[src/rtl/status_reg_stack.sv]
// Processor status register with a hardware save/restore stack for interrupt entry/return.
// Optional sticky overflow/underflow error flags are built when STATUS_STACK_ERR_EN is defined.
module status_reg_stack #(
    parameter int               WIDTH         = 8,
    parameter int               DEPTH         = 4,
    parameter logic [WIDTH-1:0] RESET_VALUE   = 8'h04,
    parameter logic [WIDTH-1:0] WRITE_MASK    = 8'hEF,
    parameter int               B_BIT         = 4,
    parameter logic [WIDTH-1:0] PUSH_SET_MASK = 8'h04
) (
    input  logic                       clk,
    input  logic                       rst,
    input  logic                       clk_en,
    input  logic [WIDTH-1:0]           bus_din,
    input  logic                       bus_wr,
    input  logic                       bus_rd,
    output logic [WIDTH-1:0]           bus_dout,
    output logic                       bus_oe,
    input  logic [WIDTH-1:0]           alu_flags,
    input  logic [WIDTH-1:0]           upd_mask,
    input  logic                       brk_in,
    input  logic                       push,
    input  logic                       pop,
    output logic [WIDTH-1:0]           flags_out,
    output logic [$clog2(DEPTH):0]     depth_cnt,
    output logic                       stack_full,
    output logic                       stack_empty,
    output logic                       err_ovf,
    output logic                       err_unf
);

    localparam int               AW         = $clog2(DEPTH);
    localparam int               DW         = AW + 1;
    localparam logic [WIDTH-1:0] B_MASK     = {{(WIDTH-1){1'b0}}, 1'b1} << B_BIT;
    localparam logic [DW-1:0]    DEPTH_ONE  = {{(DW-1){1'b0}}, 1'b1};
    localparam logic [DW-1:0]    DEPTH_FULL = DW'(DEPTH);

    typedef enum logic [2:0] {
        OP_ALU    = 3'd0,
        OP_BUS_WR = 3'd1,
        OP_SWAP   = 3'd2,
        OP_PUSH   = 3'd3,
        OP_OVF    = 3'd4,
        OP_POP    = 3'd5,
        OP_UNF    = 3'd6
    } op_t;

    function automatic logic [WIDTH-1:0] make_image(input logic [WIDTH-1:0] f, input logic b);
        logic [WIDTH-1:0] img;
        img        = f;
        img[B_BIT] = b;
        return img;
    endfunction

    function automatic logic [WIDTH-1:0] clear_b(input logic [WIDTH-1:0] f);
        return f & ~B_MASK;
    endfunction

    logic [WIDTH-1:0] flags_r;
    logic [DW-1:0]    depth_r;
    logic             full_r;
    logic             empty_r;
    logic [WIDTH-1:0] stack_mem_r [DEPTH];

    op_t              op_s;
    logic [WIDTH-1:0] image_s;
    logic [WIDTH-1:0] flags_nxt_s;
    logic [WIDTH-1:0] wr_mask_s;
    logic [DW-1:0]    depth_nxt_s;
    logic [AW-1:0]    top_idx_s;
    logic             stk_we_s;
    logic [AW-1:0]    stk_waddr_s;

    assign image_s     = make_image(flags_r, brk_in);
    assign top_idx_s   = AW'(depth_r - DEPTH_ONE);
    assign wr_mask_s   = upd_mask & WRITE_MASK;
    assign bus_oe      = bus_rd & ~bus_wr;
    assign bus_dout    = bus_oe ? image_s : {WIDTH{1'b0}};
    assign flags_out   = flags_r;
    assign depth_cnt   = depth_r;
    assign stack_full  = full_r;
    assign stack_empty = empty_r;

    // Decode the winning operation for this cycle in priority order.
    always_comb begin
        op_s = OP_ALU;
        if (push && pop && !empty_r) begin
            op_s = OP_SWAP;
        end else if (push && !full_r) begin
            op_s = OP_PUSH;
        end else if (push) begin
            op_s = OP_OVF;
        end else if (pop && !empty_r) begin
            op_s = OP_POP;
        end else if (pop) begin
            op_s = OP_UNF;
        end else if (bus_wr && !bus_rd) begin
            op_s = OP_BUS_WR;
        end else begin
            op_s = OP_ALU;
        end
    end

    // Next flags, depth and stack write for the decoded operation.
    always_comb begin
        flags_nxt_s = flags_r;
        depth_nxt_s = depth_r;
        stk_we_s    = 1'b0;
        stk_waddr_s = top_idx_s;
        case (op_s)
            OP_SWAP: begin
                stk_we_s    = 1'b1;
                stk_waddr_s = top_idx_s;
                flags_nxt_s = clear_b(stack_mem_r[top_idx_s]) | PUSH_SET_MASK;
            end
            OP_PUSH: begin
                stk_we_s    = 1'b1;
                stk_waddr_s = AW'(depth_r);
                flags_nxt_s = flags_r | PUSH_SET_MASK;
                depth_nxt_s = depth_r + DEPTH_ONE;
            end
            OP_POP: begin
                flags_nxt_s = stack_mem_r[top_idx_s];
                depth_nxt_s = depth_r - DEPTH_ONE;
            end
            OP_BUS_WR: begin
                flags_nxt_s = (flags_r & ~wr_mask_s) | (bus_din & wr_mask_s);
            end
            OP_ALU: begin
                flags_nxt_s = (flags_r & ~upd_mask) | (alu_flags & upd_mask);
            end
            default: begin
                flags_nxt_s = flags_r;
                depth_nxt_s = depth_r;
            end
        endcase
    end

    // Live flags, depth and the registered full/empty indicators.
    always_ff @(posedge clk or posedge rst) begin
        if (rst) begin
            flags_r <= clear_b(RESET_VALUE);
            depth_r <= {DW{1'b0}};
            full_r  <= 1'b0;
            empty_r <= 1'b1;
        end else if (clk_en) begin
            flags_r <= clear_b(flags_nxt_s);
            depth_r <= depth_nxt_s;
            full_r  <= (depth_nxt_s == DEPTH_FULL);
            empty_r <= (depth_nxt_s == {DW{1'b0}});
        end
    end

    // Save-stack storage; contents after reset are irrelevant because depth gates every read.
    always_ff @(posedge clk) begin
        if (clk_en && stk_we_s) begin
            stack_mem_r[stk_waddr_s] <= image_s;
        end
    end

`ifdef STATUS_STACK_ERR_EN
    logic err_ovf_r;
    logic err_unf_r;
    logic err_clr_s;

    assign err_clr_s = (op_s == OP_BUS_WR) && (&bus_din) && empty_r;
    assign err_ovf   = err_ovf_r;
    assign err_unf   = err_unf_r;

    // Sticky error flags; cleared by an all-ones bus write while the stack is empty.
    always_ff @(posedge clk or posedge rst) begin
        if (rst) begin
            err_ovf_r <= 1'b0;
            err_unf_r <= 1'b0;
        end else if (clk_en) begin
            if (op_s == OP_OVF) begin
                err_ovf_r <= 1'b1;
            end else if (err_clr_s) begin
                err_ovf_r <= 1'b0;
            end
            if (op_s == OP_UNF) begin
                err_unf_r <= 1'b1;
            end else if (err_clr_s) begin
                err_unf_r <= 1'b0;
            end
        end
    end
`else
    assign err_ovf = 1'b0;
    assign err_unf = 1'b0;
`endif

endmodule

[config.mk]
export PLATFORM = sky130hd
export DESIGN_NAME = status_reg_stack
export DESIGN_NICKNAME = d
export VERILOG_FILES = /design/src/rtl/status_reg_stack.sv
export SDC_FILE = /design/constraint.sdc
export NUM_CORES = 1
export LEC_CHECK = 0
export BUFFER_PORTS_ARGS = -buffer_cell sky130_fd_sc_hd__clkbuf_2
export CORE_ASPECT_RATIO = 0.5
export CORE_UTILIZATION = 35
export DETAILED_ROUTE_END_ITERATION = 8
export PLACE_DENSITY_LB_ADDON = 0.05
export SYNTH_ARGS = -nofsm -noshare
export SYNTH_HDL_FRONTEND = slang
export SYNTH_SLANG_ARGS = --single-unit
[constraint.sdc]
create_clock -name clk -period 4 [get_ports clk]
set_input_delay 0.2 -clock clk [delete_from_list [all_inputs] [get_ports clk]]
set_output_delay 0.2 -clock clk [all_outputs]
set_load 0.005 [all_outputs]
==> results of run 1 <==
## logic make-up (layout without fill, tap and decap cells)
group / count (synthesis) / in the layout / share of synthesized area
AOI/OAI and AO/OA: 45 / 45 / 0.157
xor gates and xnor gates: 3 / 3 / 0.0125
adders and majority gates: 3 / 3 / 0.0178
buffers and inverters: 25 / 76 / 0.0564
DFF: 40 / 40 / 0.542
muxes: 9 / 9 / 0.0855
other: 1 / 3 / 0.00178
and+or+nand+nor: 43 / 43 / 0.126
## registers in the layout, summed over array words and instances, names as in the netlist
name,flops
stack_empty,1
stack_full,1
depth_cnt,3
flags_out,7
stack_mem_r,28
## layout by cell type, fill, tap and decap left out, types with 5 or more instances in the layout
cell type | synthesis | layout
sky130_fd_sc_hd__a22oi_1 | 6 | 6
sky130_fd_sc_hd__a32oi_1 | 6 | 6
sky130_fd_sc_hd__and2_1 | 11 | 11
sky130_fd_sc_hd__buf_4 | 5 | 5
sky130_fd_sc_hd__clkbuf_16 | 0 | 5
sky130_fd_sc_hd__clkbuf_2 | 0 | 49
sky130_fd_sc_hd__dfrtp_1 | 10 | 10
sky130_fd_sc_hd__edfxtp_1 | 28 | 28
sky130_fd_sc_hd__inv_1 | 13 | 13
sky130_fd_sc_hd__mux4_2 | 7 | 7
sky130_fd_sc_hd__nand2_1 | 8 | 8
sky130_fd_sc_hd__nor3_1 | 9 | 9
sky130_fd_sc_hd__o21ai_0 | 7 | 7
sky130_fd_sc_hd__o21ai_1 | 6 | 6
sky130_fd_sc_hd__o221ai_1 | 6 | 6
## worst max-delay path, cell delays in order (launching register included)
cell and delay (ns):
sky130_fd_sc_hd__dfrtp_1 0.32, sky130_fd_sc_hd__buf_4 0.24, sky130_fd_sc_hd__inv_1 0.09, sky130_fd_sc_hd__ha_1 0.50, sky130_fd_sc_hd__a21oi_1 0.24, sky130_fd_sc_hd__a21oi_1 0.10
sky130_fd_sc_hd__nor3b_1 0.55, sky130_fd_sc_hd__buf_4 0.25
## final cells by class
class	instances	area (µm²)	share of cell area
clock inverters	2	11.3	0.00438
inverters	13	48.8	0.0190
flip-flops and latches	40	1140	0.445
multi-input cells	106	853	0.332
clock buffers	6	129	0.0501
well taps	73	91.3	0.0355
repair buffers	55	293	0.114
## per-layer routing
| layer | vias up | global-route usage | share of wire |
|---|---|---|---|
| met2 | 44 | 0.264 | 0.46 |
| met3 | 4 | 0.0508 | 0.057 |
| met1 | 766 | 0.243 | 0.48 |
| li1 | 749 | - | - |
| met5 | - | 0 | 0 |
| met4 | 0 | 0.0695 | 0.0088 |
## power groups by stage
stage | Sequential (mW) | Combinational, mW | Clock (mW)
final | 0.711 | 0.601 | 0.389
after global routing | 0.730 | 0.665 | 0.413
after CTS | 0.713 | 0.610 | 0.402
after detailed placement | 0.722 | 0.607 | 0
after global placement | 0.720 | 0.607 | 0
after floorplan | 0.694 | 0.407 | 0
## metrics by stage
stage	hold WS, ns	utilization
6_report	0.229	0.456
5_1_grt	0.233	0.456
4_1_cts	0.217	0.456
3_5_place_dp	0.260	0.429
3_3_place_gp	0.251	0.429
2_1_floorplan	0.0633	-
## repair_timing
item	CTS	global route
hold endpoints to repair	10	0
setup endpoints to repair	0	0
setup buffers	0	0
hold buffers	1	0
## worst max-delay path by stage
stage                              endpoint  slack, ns  cells after the start
final                     stack_mem_r[3][7]       1.43                      7
after floorplan           stack_mem_r[0][0]       1.55                      7
after global placement    stack_mem_r[3][7]       1.39                      7
after global routing      stack_mem_r[3][7]       1.13                      7
after detailed placement  stack_mem_r[3][7]       1.41                      7
after CTS                 stack_mem_r[3][7]       1.39                      7
## synthesized netlist by cell type (3+ instances only)
cell type and count:
sky130_fd_sc_hd__o221ai_1 6, sky130_fd_sc_hd__buf_2 5, sky130_fd_sc_hd__buf_4 5, sky130_fd_sc_hd__o21ai_0 7
sky130_fd_sc_hd__nor2b_1 3, sky130_fd_sc_hd__a22oi_1 6, sky130_fd_sc_hd__a32oi_1 6, sky130_fd_sc_hd__o21ai_1 6
sky130_fd_sc_hd__dfrtp_1 10, sky130_fd_sc_hd__a21oi_1 3, sky130_fd_sc_hd__inv_1 13, sky130_fd_sc_hd__ha_1 3
sky130_fd_sc_hd__nor3_1 9, sky130_fd_sc_hd__nand2_1 8, sky130_fd_sc_hd__mux4_2 7, sky130_fd_sc_hd__edfxtp_1 28
sky130_fd_sc_hd__and2_1 11
==> impl.org, run 1 <==
** Power
- Of the total power, the share spent switching nets is 0.342.
- Cell-internal power :: 1.12 mW
- The completed layout was analyzed and its total power is 1.70 mW.
- For this design the ratio of total power to cell area is 662 mW/mm².
- Sequential Power Share :: 0.418
- Leakage power :: 1.02 nW
- The share of total power dissipated in combinational logic is 0.353.
- Net switching power :: 0.581 mW
- VDD sags by at most 0.211 mV.
- Of the total power, the clock network draws 0.229.

** Synth
- Synth unique cells :: 42
- For this run, the number of Yosys warnings is 0.
- The synthesized design spends more area on one cell type than any other, namely sky130_fd_sc_hd__edfxtp_1.
- Share of async-settable or async-resettable flops after synthesis :: 0.300
- Sorting the synthesized cells by area gives the leading types as sky130_fd_sc_hd__edfxtp_1, sky130_fd_sc_hd__dfrtp_1, sky130_fd_sc_hd__mux4_2.
- After synthesis the cells add up to 0.00211 mm².
- In the synthesized netlist the dominant register cell turns out to be sky130_fd_sc_hd__edfxtp_1.
- Number of flops mapped to enable cells by yosys :: 28
- The share of the Yosys chip area taken by registers is 0.542.
- Flop and latch count out of synthesis :: 40
- In this run the mean area of a mapped cell was 12.5 µm².
- Cell count after synthesis :: 169
- The share of synthesized area in the top cell type comes to 0.399.

** Finish
- Ant. Diodes :: 0
- With fillers left out, the area of the finished cells amounts to 0.00257 mm².
- Filler cell count in the final layout :: 531
- Synth-to-Final Area Change :: 21.9%
- Final nets :: 256
- Of the cells placed in the final design, the portion with a size suffix greater than 1 is 0.351.
- Once layout is complete, the cells apart from fillers number 295.

** Floorplan
- During I/O placement, the number of pins put on the boundary was 56.
- The floorplan step defined a die boundary enclosing 0.00636 mm².
- Effective utilization at floorplan :: 0.374
- Die Wd :: 112 µm
- Die Height :: 56.9 µm
- The total area inside the core boundary comes to 0.00563 mm².
- Rows :: 19

** Status
- Violated checks :: design-rule violations
- The flow ran to the end, but the final reports show violations.

** Setup path
- The worst setup path is of the flip-flop to flip-flop kind.
- For the worst flop-to-flop path, the logic depth is 7.
- For the worst setup path, the data required time is 4.00 ns.
- Launch instance of the worst register-to-register path :: depth_cnt[0]
- The worst setup path is launched from a flip-flop.
- The critical path starts at depth_cnt[0].
- STA classifies the critical path endpoint as a flip-flop.
- In this run the worst path has a maximum fanout of 14.
- For the worst setup path, the data arrival time is 2.58 ns.
- FF-to-FF End :: stack_mem_r[3][7]
- Worst setup slack for register-to-register paths :: 1.43 ns

** Placement
- The count of buffers added on input and output ports is 49.
- The HPWL after detailed placement is 3670 µm.
- Including well taps, the total number of placed cells is 286.
- Global placement routability congestion :: 0.786
- Placement-stage worst setup slack :: 1.41 ns
- Once placement finished, the instance area stood at 0.00242 mm².

** Hold path
- Counting instances, the worst hold path has a depth of 3.
- For hold timing, the worst endpoint is flags_out[0].
- Startpoint of the worst hold path :: upd_mask[0]
- The path class of the tightest hold or removal check is input port to flip-flop.

** STA
- The max-slew violation total from the final report was 0.
- Maximum clock frequency :: 388 MHz
- The final count of hold timing violations is 0.
- Setup slack on the critical path of the routed design comes to 1.43 ns.
- Dividing the final minimum period by the clock period gives 0.644.
- Clock skew after layout :: 0.00464 ns
- Setup TNS :: 0 ns
- Final setup vio count :: 0
- After layout, the minimum clock period comes to 2.57 ns.
- For the pin with the worst max-slew slack, the measured transition is 0.808 ns.
- Worst-case headroom to the max-slew limit :: 0.458
- Setup repair after global routing missed its margin :: false

** Clock tree
- CTS built an H-tree with a depth of 2.
- Clock-pin slew was measured on the worst setup and hold paths at 0.06 ns.
- Clock tree synthesis found a total of 40 sinks.
- The root buffer cell chosen for the clock tree is sky130_fd_sc_hd__clkbuf_16.
- The clock reaches the later pin of the worst-skew pair after 0.29 ns.
- Post-CTS repair changed the size of 0 cells.
- Buffers from clock root to sink, at most :: 2
- CTS Buf Count :: 5
- TritonCTS built the clock tree.

** GRT
- The number of antenna violations at the first check in global routing was 0.
- Maximum number of pins on one net before global-route repair :: 15
- Gr ovfl total :: 0
- The first global-routing pass estimated 8210 µm of wire.
- Global routing usage summed across all routing layers :: 0.177
- The number of global-route vias before repair is 1,530.

** Detailed routing
- Average wire per standard cell :: 17.0 µm
- Post-detailed-route count of antenna-violating nets :: 0
- Total wire length :: 5020 µm
- After detailed routing, the number of vias per cell comes to 5.30.
- Via count :: 1,563
- The first detailed-routing pass took 6 iterations.
- Detailed router's first-iteration violation count :: 64
- Remaining design rule violation count :: 1

** Flow run
- The tool flagged a number of max-cap violations equal to 0.
(Power assumes the default switching activity.)
==> run 2, diff against run 1 <==
==> constraint.sdc (replaced) <==
create_clock -name clk -period 2.6 [get_ports clk]
set_input_delay 0.13 -clock clk [delete_from_list [all_inputs] [get_ports clk]]
set_output_delay 0.13 -clock clk [all_outputs]
set_load 0.005 [all_outputs]
==> run 2 against run 1 <==
  * The flow still finishes with violations (design-rule violations)
  * Fmax increased by 29%
  * Worst setup slack got worse by 0.82 ns
  * Via count increased by 1.1%
  * Critical path depth decreased by 2
  * First-iteration DRC count increased by 6.3%
  * Cell area increased by 1.7%
  * Sequential share of layout area decreased by 0.72 points
  * Hold slack got worse by 0.070 ns
  * Clock skew increased by 0.00093 ns
  * Sequential power increased by 53%
  * Flip-flop and latch count unchanged
  * Total power increased by 61%
  * Critical path type unchanged
  * Critical endpoint is now stack_mem_r[3][0]
==> impl.org, run 2 (synthesis results as in run 1) <==
** Floorplan
- Die Wd :: 112 µm (unchanged)
- Num ports :: 56 (unchanged)
- Area of the die :: 0.00636 mm² (unchanged)
- Die Height :: 56.9 µm (unchanged)
- The number of standard-cell rows in the floorplan was 19 (unchanged).
- Effective utilization at floorplan :: 0.374 (unchanged)
- Floorplan core area :: 0.00563 mm² (unchanged)

** GRT
- Global routing usage summed across all routing layers :: 0.177 (-0.000370)
- The global route total overflow was 0 (unchanged).
- Initial antenna violation count :: 0 (unchanged)
- The number of global-route vias before repair was 1,573 (+2.8%).
- Global-route wire length before repair :: 8260 µm (+0.58%)
- Maximum number of pins on one net before global-route repair :: 14 (-1)

** Clock tree
- The count of buffers added by post-CTS timing repair for setup was 0 (unchanged).
- The clock transition at the registers of the reported paths was 0.06 ns (about the same).
- The number of buffers added by the clock tree synthesis step came to 5 (unchanged).
- Source-to-sink clock delay at the later pin of the worst-skew pair :: 0.28 ns (about the same)
- Total clock sinks :: 40 (unchanged)
- Root buffer cell :: sky130_fd_sc_hd__clkbuf_16
- CTS tree :: built
- The H-tree depth came to 2 (unchanged).
- Buffers from clock root to sink, at most :: 2 (unchanged)

** Detailed routing
- Vias per inst :: 5.32 (+0.41%)
- The count of routing violations after the opening detailed-route iteration came to 68 (+6.3%).
- The amount of wire on met2 after detailed routing came to 2360 µm (+3.4%).
- Remaining design rule violation count :: 1 (unchanged)
- The detailed-router iteration count before antenna repair came to 6 (unchanged).
- Via count :: 1,580 (+1.1%)
- The average wire per cell in the routed design came to 17.0 µm (+0.14%).
- Highest metal layer used by the detailed router :: met4
- The wire length on met3 came to 254 µm (-11%).
- Post-detailed-route count of antenna-violating nets :: 0 (unchanged)
- Total wire length :: 5060 µm (+0.82%)
- Met1 Routed Length :: 2400 µm (-0.17%)

** Power
- The static leakage power came to 1.04 nW (+2.4%).
- Worst IR drop on VDD :: 0.323 mV (+53%)
- Power Dens Cells :: 1050 mW/mm² (+58%)

** Finish
- Layout Cell Area excl Fill :: 0.00261 mm² (+1.7%)
- Ant. Diodes :: 0 (unchanged)
- Counting flops per register, the top entry is stack_mem_r.
- In the layout the commonest cells are sky130_fd_sc_hd__clkbuf_2, sky130_fd_sc_hd__edfxtp_1, sky130_fd_sc_hd__inv_1.
- The number of flip-flops under the largest register name was 28 (unchanged).
- Leaving out fill and tap cells, the most frequent cell in the layout is sky130_fd_sc_hd__clkbuf_2.
- Synth-to-Final Area Change :: 23.9%
- The final instance count without filler cells was 297 (+0.68%).
- Share of layout cells above drive strength 1 :: 0.366 (+0.0147)
- The net count of the finished layout is 258 (+0.78%).

** Setup path
- Required time at the endpoint of the critical path :: 2.59 ns (-1.41 ns)
- Critical Path Start Type :: flip-flop
- The maximum fanout along the worst path came to 7 (-7).
- Endpoint arrival time on the critical path :: 1.99 ns (-0.59 ns)
- Type of element capturing the critical path :: flip-flop
- The setup path with the least slack is of type flip-flop to flip-flop.

** Flow run
- The reported max-cap violation count came to 0 (unchanged).

** STA
- The final count of hold timing violations was 0 (unchanged).
- Setup TNS :: 0 ns (unchanged)
- Fin. max-slew vios :: 0 (unchanged)
- The worst-margin pin slew was 0.871 ns (+0.0632 ns).
- The achievable frequency came to 501 MHz (+29%).
- Clock skew after layout :: 0.00557 ns (+0.000929 ns)
- The final number of setup-violating endpoints came to 0 (unchanged).
- Setup repair after global routing missed its margin :: false
- The final critical delay including setup and external delays is 2.00 ns (-0.577 ns).
- The share of the cycle needed by the critical path after routing came to 0.768 (+0.125).
- The normalized max-slew margin came to 0.418 (-0.0397).

** Placement
- DP HPWL :: 3750 µm (+2.2%)
- The number of cells after detailed placement is 288 (+0.70%).
- Count of buffers from port buffering :: 49 (unchanged)
- The instance area at placement was 0.00243 mm² (+0.62%).
- Global placement routability congestion :: 0.788 (+0.28%)

** Status
- The flow ran to the end, but the final reports show violations.
- The checks that failed: design-rule violations.

** Hold path
- The tightest min-delay check is of the input port to flip-flop type.
## run 2: worst paths after layout
path / start / endpoint / slack, ns / depth (start not counted)
max in group asynchronous: rst / flags_out[2] / 1.83 / 3
worst min register to register: depth_cnt[2] / depth_cnt[2] / 0.54 / 1
min in group asynchronous: rst / stack_full / 0.41 / 3
worst max register to register: stack_empty / stack_mem_r[3][0] / 0.60 / 5
worst min-delay path: upd_mask[1] / flags_out[1] / 0.16 / 3
worst max-delay path: stack_empty / stack_mem_r[3][0] / 0.60 / 5
## run 2: where the power goes
group	internal [mW]	total, mW	switching, mW
Clock	0.451	0.704	0.253
Sequential	0.924	1.09	0.167
Combinational	0.459	0.940	0.480
Total	1.83	2.73	0.901
## run 2: final cells by class
type,instances,area [µm²]
clock inverter,3,42.5
timing repair buffer,57,308
sequential,40,1140
multi-input combinational,106,853
fill,529,3020
clock buffer,5,125
tap,73,91.3
inverter,13,48.8
## run 2: through the flow
step,utilization,power (mW),hold WS (ns),setup WS [ns]
3_3_place_gp,0.432,2.06,0.178,0.649
4_1_cts,0.464,2.78,0.149,0.578
6_report,0.464,2.73,0.159,0.603
2_1_floorplan,-,1.69,-0.00673,0.149
3_5_place_dp,0.432,2.06,0.188,0.621
5_1_grt,0.464,2.91,0.158,0.494
## run 2: what timing repair did
| item | 4_1_cts | 5_1_grt |
|---|---|---|
| endpoints found under the hold margin | 10 | 0 |
| gates resized for setup | 0 | 0 |
| hold buffers | 1 | 0 |
## run 2: metal layers
| layer | up-vias | GRT usage |
|---|---|---|
| li1 | 750 | - |
| met1 | 792 | 0.242 |
| met2 | 33 | 0.276 |
| met3 | 5 | 0.0443 |
| met4 | 0 | 0.0579 |
| met5 | - | 0 |
## run 2: critical path, cell delays in order, from the launching register on
cell	delay, ns
sky130_fd_sc_hd__dfstp_2	0.41
sky130_fd_sc_hd__nand2b_4	0.18
sky130_fd_sc_hd__a21boi_0	0.45
sky130_fd_sc_hd__nand2_1	0.18
sky130_fd_sc_hd__nor3b_1	0.26
sky130_fd_sc_hd__buf_4	0.22
==> run 3, diff against run 2 <==
--- a/config.mk
+++ b/config.mk
@@ -5,6 +5,7 @@
 export SDC_FILE = /design/constraint.sdc
 export NUM_CORES = 1
 export LEC_CHECK = 0
+export ABC_AREA = 1
 export BUFFER_PORTS_ARGS = -buffer_cell sky130_fd_sc_hd__clkbuf_2
 export CORE_ASPECT_RATIO = 0.5
 export CORE_UTILIZATION = 35
==> constraint.sdc (replaced) <==
create_clock -name clk -period 1.7 [get_ports clk]
set_input_delay 0.085 -clock clk [delete_from_list [all_inputs] [get_ports clk]]
set_output_delay 0.085 -clock clk [all_outputs]
set_load 0.005 [all_outputs]
==> run 3 against run 2 <==
  * The run now ends clean
  * Combinational power grew 150%
  * Sequential share of layout area fell by 7.3 points
  * Clock skew increased by 0.0013 ns
  * Clock power rose by 52%
  * Synthesized cell count grew 59%
  * Utilization increased by 4.8 points
  * Synthesized area grew 6.4%
  * Global-route usage increased by 1.6 points
  * Sequential power increased by 42%
  * Cell count rose by 48%
  * Worst setup slack got worse by 0.59 ns
  * Fmax rose by 18%
  * Critical path type unchanged
==> impl.org, run 3 <==
** Synth
- Yosys synthesis warning count :: 0 (unchanged)
- For this run, the leading register cell type out of synthesis is sky130_fd_sc_hd__edfxtp_1.
- The most common cell in the synthesized netlist is sky130_fd_sc_hd__nand2_1.
- Post-Synthesis Cell Area :: 0.00224 mm² (+6.4%)
- The post-synthesis async set-or-reset flop share came to 0.300 (unchanged).
- The sequential-to-total area share from yosys stat came to 0.510 (-0.0324).
- The register bit total from synthesis was 40 (unchanged).
- By area the synthesized netlist is led by sky130_fd_sc_hd__edfxtp_1, sky130_fd_sc_hd__nand2_1, sky130_fd_sc_hd__dfrtp_1.
- Number of flops mapped to enable cells by yosys :: 28 (unchanged)
- Synth unique cells :: 30 (-29%)
- The number of standard cells after synthesis is 269 (+59%).
- The proportion of netlist area held by the largest area contributor was 0.375 (-0.0238).
- The average size of a mapped cell is 8.34 µm² (-33%).
- Of all cell types, the one taking the most synthesized area is sky130_fd_sc_hd__edfxtp_1.
- By count the netlist is led by sky130_fd_sc_hd__nand2_1, sky130_fd_sc_hd__nand3_1, sky130_fd_sc_hd__edfxtp_1, sky130_fd_sc_hd__inv_1, sky130_fd_sc_hd__nor2_1.

** Setup path
- Walking the worst path, the cells encountered are buf_4 > nor2_4 > o21ai_2 > or2_1 > buf_12 > nor3_4 > buf_12.
- Launch instance of the worst register-to-register path :: stack_empty
- STA classifies the critical path startpoint as a flip-flop.
- The cell count of the worst reg-to-reg path came to 7 (+2).
- Cell seen most often among critical-path stages :: sky130_fd_sc_hd__buf_12
- The biggest cell delay along the critical path came to 0.37 ns (-0.08 ns).
- STA classifies the critical path endpoint as a flip-flop.
- The critical path buffer and inverter count came to 3 (+2).
- The data required time of the worst path was 1.70 ns (-0.89 ns).
- The register-to-register path setup slack was 0.01 ns (-0.59 ns).
- The maximum fanout along the worst path came to 7 (unchanged).
- The cell family contributing the most delay on the critical path is simple AND/OR/NAND/NOR gates.
- FF-to-FF End :: stack_mem_r[0][1]
- The worst endpoint data arrival time came to 1.69 ns (-0.30 ns).
- Among all stages on the critical path, the largest delay is contributed by sky130_fd_sc_hd__dfstp_2.
- Kind of critical path :: flip-flop to flip-flop

** Finish
- The net count of the finished layout was 385 (+49%).
- Final cell utilization of the core :: 0.511 (+0.0475)
- Multi-input gate area :: 0.00103 mm² (+21%)
- The final-layout fill cell count was 582 (+10%).
- In the layout the commonest cells are sky130_fd_sc_hd__nand2_1, sky130_fd_sc_hd__clkbuf_2, sky130_fd_sc_hd__nand3_1.
- Ant. Diodes :: 0 (unchanged)
- The library cell used most frequently in the layout, excluding fill and tap cells, is sky130_fd_sc_hd__nand2_1.
- The number of flip-flops under the largest register name is 28 (unchanged).
- Share of layout cells above drive strength 1 :: 0.348 (-0.0185)
- The register area came to 0.00114 mm² (unchanged).
- From synthesis to final layout, the design area changed by 39.8%.
- Final standard cell count with taps included and fillers excluded :: 439 (+48%)
- Layout Cell Area excl Fill :: 0.00313 mm² (+20%)
- Register with the most flip-flops :: stack_mem_r

** Power
- Fraction of power consumed by combinational cells :: 0.470 (+0.126)
- Leakage power :: 1.53 nW (+47%)
- Switching portion of total power :: 0.378 (+0.0491)
- The sequential group share of total power came to 0.313 (-0.086).
- The clock power share is 0.217 (-0.041).
- Worst IR drop on VDD :: 0.515 mV (+59%)
- Power Dens Cells :: 1580 mW/mm² (+51%)
- The internal power summed over all cells came to 3.07 mW (+67%).
- The sum of internal, switching and leakage power is 4.94 mW (+81%).
- The switching power was 1.87 mW (+110%).

** Detailed routing
- The total vias in the final route came to 2,063 (+31%).
- The remaining design rule violation count is 0 (-1).
- The average via count per standard cell is 4.70 (-12%).
- Total wire length :: 5840 µm (+15%)
- Detailed router's first-iteration violation count :: 109 (+60%)
- Post-detailed-route count of antenna-violating nets :: 0 (unchanged)
- Average wire per standard cell :: 13.3 µm (-22%)
- The detailed-router iteration count before antenna repair was 4 (-2).

** Clock tree
- Clk slew on worst S/H paths :: 0.06 ns (about the same)
- The worst-case clock buffer depth is 2 (unchanged).
- CTS Buf Count :: 5 (unchanged)
- CTS tree :: built
- Total clock sinks :: 40 (unchanged)
- The H-tree depth is 2 (unchanged).
- Root buffer cell :: sky130_fd_sc_hd__clkbuf_16
- The clock insertion delay at the later pin of the skew report came to 0.29 ns (about the same).

** Floorplan
- The number of standard-cell rows in the floorplan was 20 (+1).
- The initial cell density of the core came to 0.366 (-0.00848).
- Num ports :: 56 (unchanged)
- The vertical die dimension was 58.6 µm (+3.0%).
- The core area is 0.00613 mm² (+8.8%).
- The floorplan die area came to 0.00675 mm² (+6.2%).
- Die Wd :: 115 µm (+3.1%)

** GRT
- Global routing usage summed across all routing layers :: 0.192 (+0.0156)
- The number of global-route vias before repair is 1,963 (+25%).
- Maximum number of pins on one net before global-route repair :: 18 (+4)
- The first-pass GRT wire length was 9420 µm (+14%).
- Gr ovfl total :: 0 (unchanged)
- Initial antenna violation count :: 0 (unchanged)

** Flow run
- The reported max-cap violation count was 0 (unchanged).

** Placement
- DP HPWL :: 4330 µm (+15%)
- The count of input and output buffers came to 49 (unchanged).
- The number of cells after detailed placement came to 423 (+47%).
- The instance area at placement came to 0.00285 mm² (+17%).
- Global placement routability congestion :: 0.787 (-0.14%)

** STA
- Setup repair after global routing missed its margin :: true
- Pin slew with the least headroom to its limit :: 0.552 ns (-0.319 ns)
- Final count of hold timing violations :: 0 (unchanged)
- The final clock skew was 0.00683 ns (+0.00126 ns).
- Final clock period utilization by the worst path :: 0.993 (+0.225)
- The final critical delay including setup and external delays came to 1.69 ns (-0.309 ns).
- Final setup vio count :: 0 (unchanged)
- Fin. max-slew vios :: 0 (unchanged)
- The normalized max-slew margin was 0.631 (+0.213).
- Maximum clock frequency :: 592 MHz (+18%)

** Hold path
- Hold/Removal Path Class :: input port to flip-flop
- Startpoint of the worst hold path :: clk_en
- Hold Path Depth :: 4 (+1)
- Endpoint, Worst Hold :: depth_cnt[2]

** Status
- Outcome :: complete, no violations
[run 3: worst min-delay path, delay by kind of cell]
kind,cells,cell delay [ns]
AND/OR/NAND/NOR,2,0.09
buffers and inverters,2,0.15
[run 3: timing repair]
item	in CTS	in global routing
endpoints found under the setup margin	28	35
setup buffers	2	5
hold buffers	1	0
endpoints found under the hold margin	10	0
gates resized for setup	10	5
pin swaps	8	6
[run 3: area by class of cell]
type / instances / area share
sequential: 40 / 0.365
timing repair buffer: 82 / 0.182
multi-input combinational: 193 / 0.330
tap: 88 / 0.0351
clock buffer: 6 / 0.0411
inverter: 28 / 0.0359
clock inverter: 2 / 0.0112
[run 3: layer usage]
| metal | global-route usage | share of wire | up-vias |
|---|---|---|---|
| met4 | 0.0612 | 0.013 | 0 |
| met5 | 0 | 0 | - |
| li1 | - | - | 1044 |
| met3 | 0.0494 | 0.056 | 8 |
| met2 | 0.310 | 0.43 | 63 |
| met1 | 0.258 | 0.50 | 948 |
[run 3: worst max-delay path by stage]
stage / start / end / slack [ns] / cells after the start
2_1_floorplan: depth_cnt[0] / stack_mem_r[0][0] / -0.25 / 9
3_3_place_gp: stack_empty / stack_mem_r[3][6] / -0.13 / 8
3_5_place_dp: stack_empty / stack_mem_r[1][0] / -0.18 / 8
4_1_cts: stack_empty / stack_mem_r[0][0] / -0.03 / 8
5_1_grt: stack_empty / stack_mem_r[0][7] / -0.06 / 8
6_report: stack_empty / stack_mem_r[0][1] / 0.01 / 7
[run 3: per-stage QoR]
stage | setup slack (ns) | hold slack [ns] | setup TNS [ns]
after detailed placement | -0.178 | 0.142 | -4.18
final | 0.0119 | 0.0800 | 0
after global placement | -0.130 | 0.139 | -3.11
after CTS | -0.0289 | 0.0845 | -0.223
after floorplan | -0.250 | -0.0517 | -5.83
after global routing | -0.0603 | 0.134 | -1.21
[run 3: power groups by stage]
| stage | registers, mW | clock network, mW | logic [mW] |
|---|---|---|---|
| 6_report | 1.55 | 1.07 | 2.32 |
| 5_1_grt | 1.58 | 1.12 | 2.58 |
| 4_1_cts | 1.55 | 1.09 | 2.27 |
| 3_5_place_dp | 1.57 | 0 | 2.19 |
| 3_3_place_gp | 1.56 | 0 | 2.16 |
| 2_1_floorplan | 1.56 | 0 | 1.36 |
[run 3: cell families (layout without fill, tap and decap cells)]
group / count (synthesis) / in the layout / share of synthesized area
AND/OR/NAND/NOR: 174 / 174 / 0.362
flip-flops: 40 / 40 / 0.510
buffers and inverters: 38 / 118 / 0.0759
AO/OA/AOI/OAI: 11 / 11 / 0.0262
adder cells (fa/ha/maj): 3 / 3 / 0.0167
XOR/XNOR: 2 / 2 / 0.00781
other: 1 / 3 / 0.00167
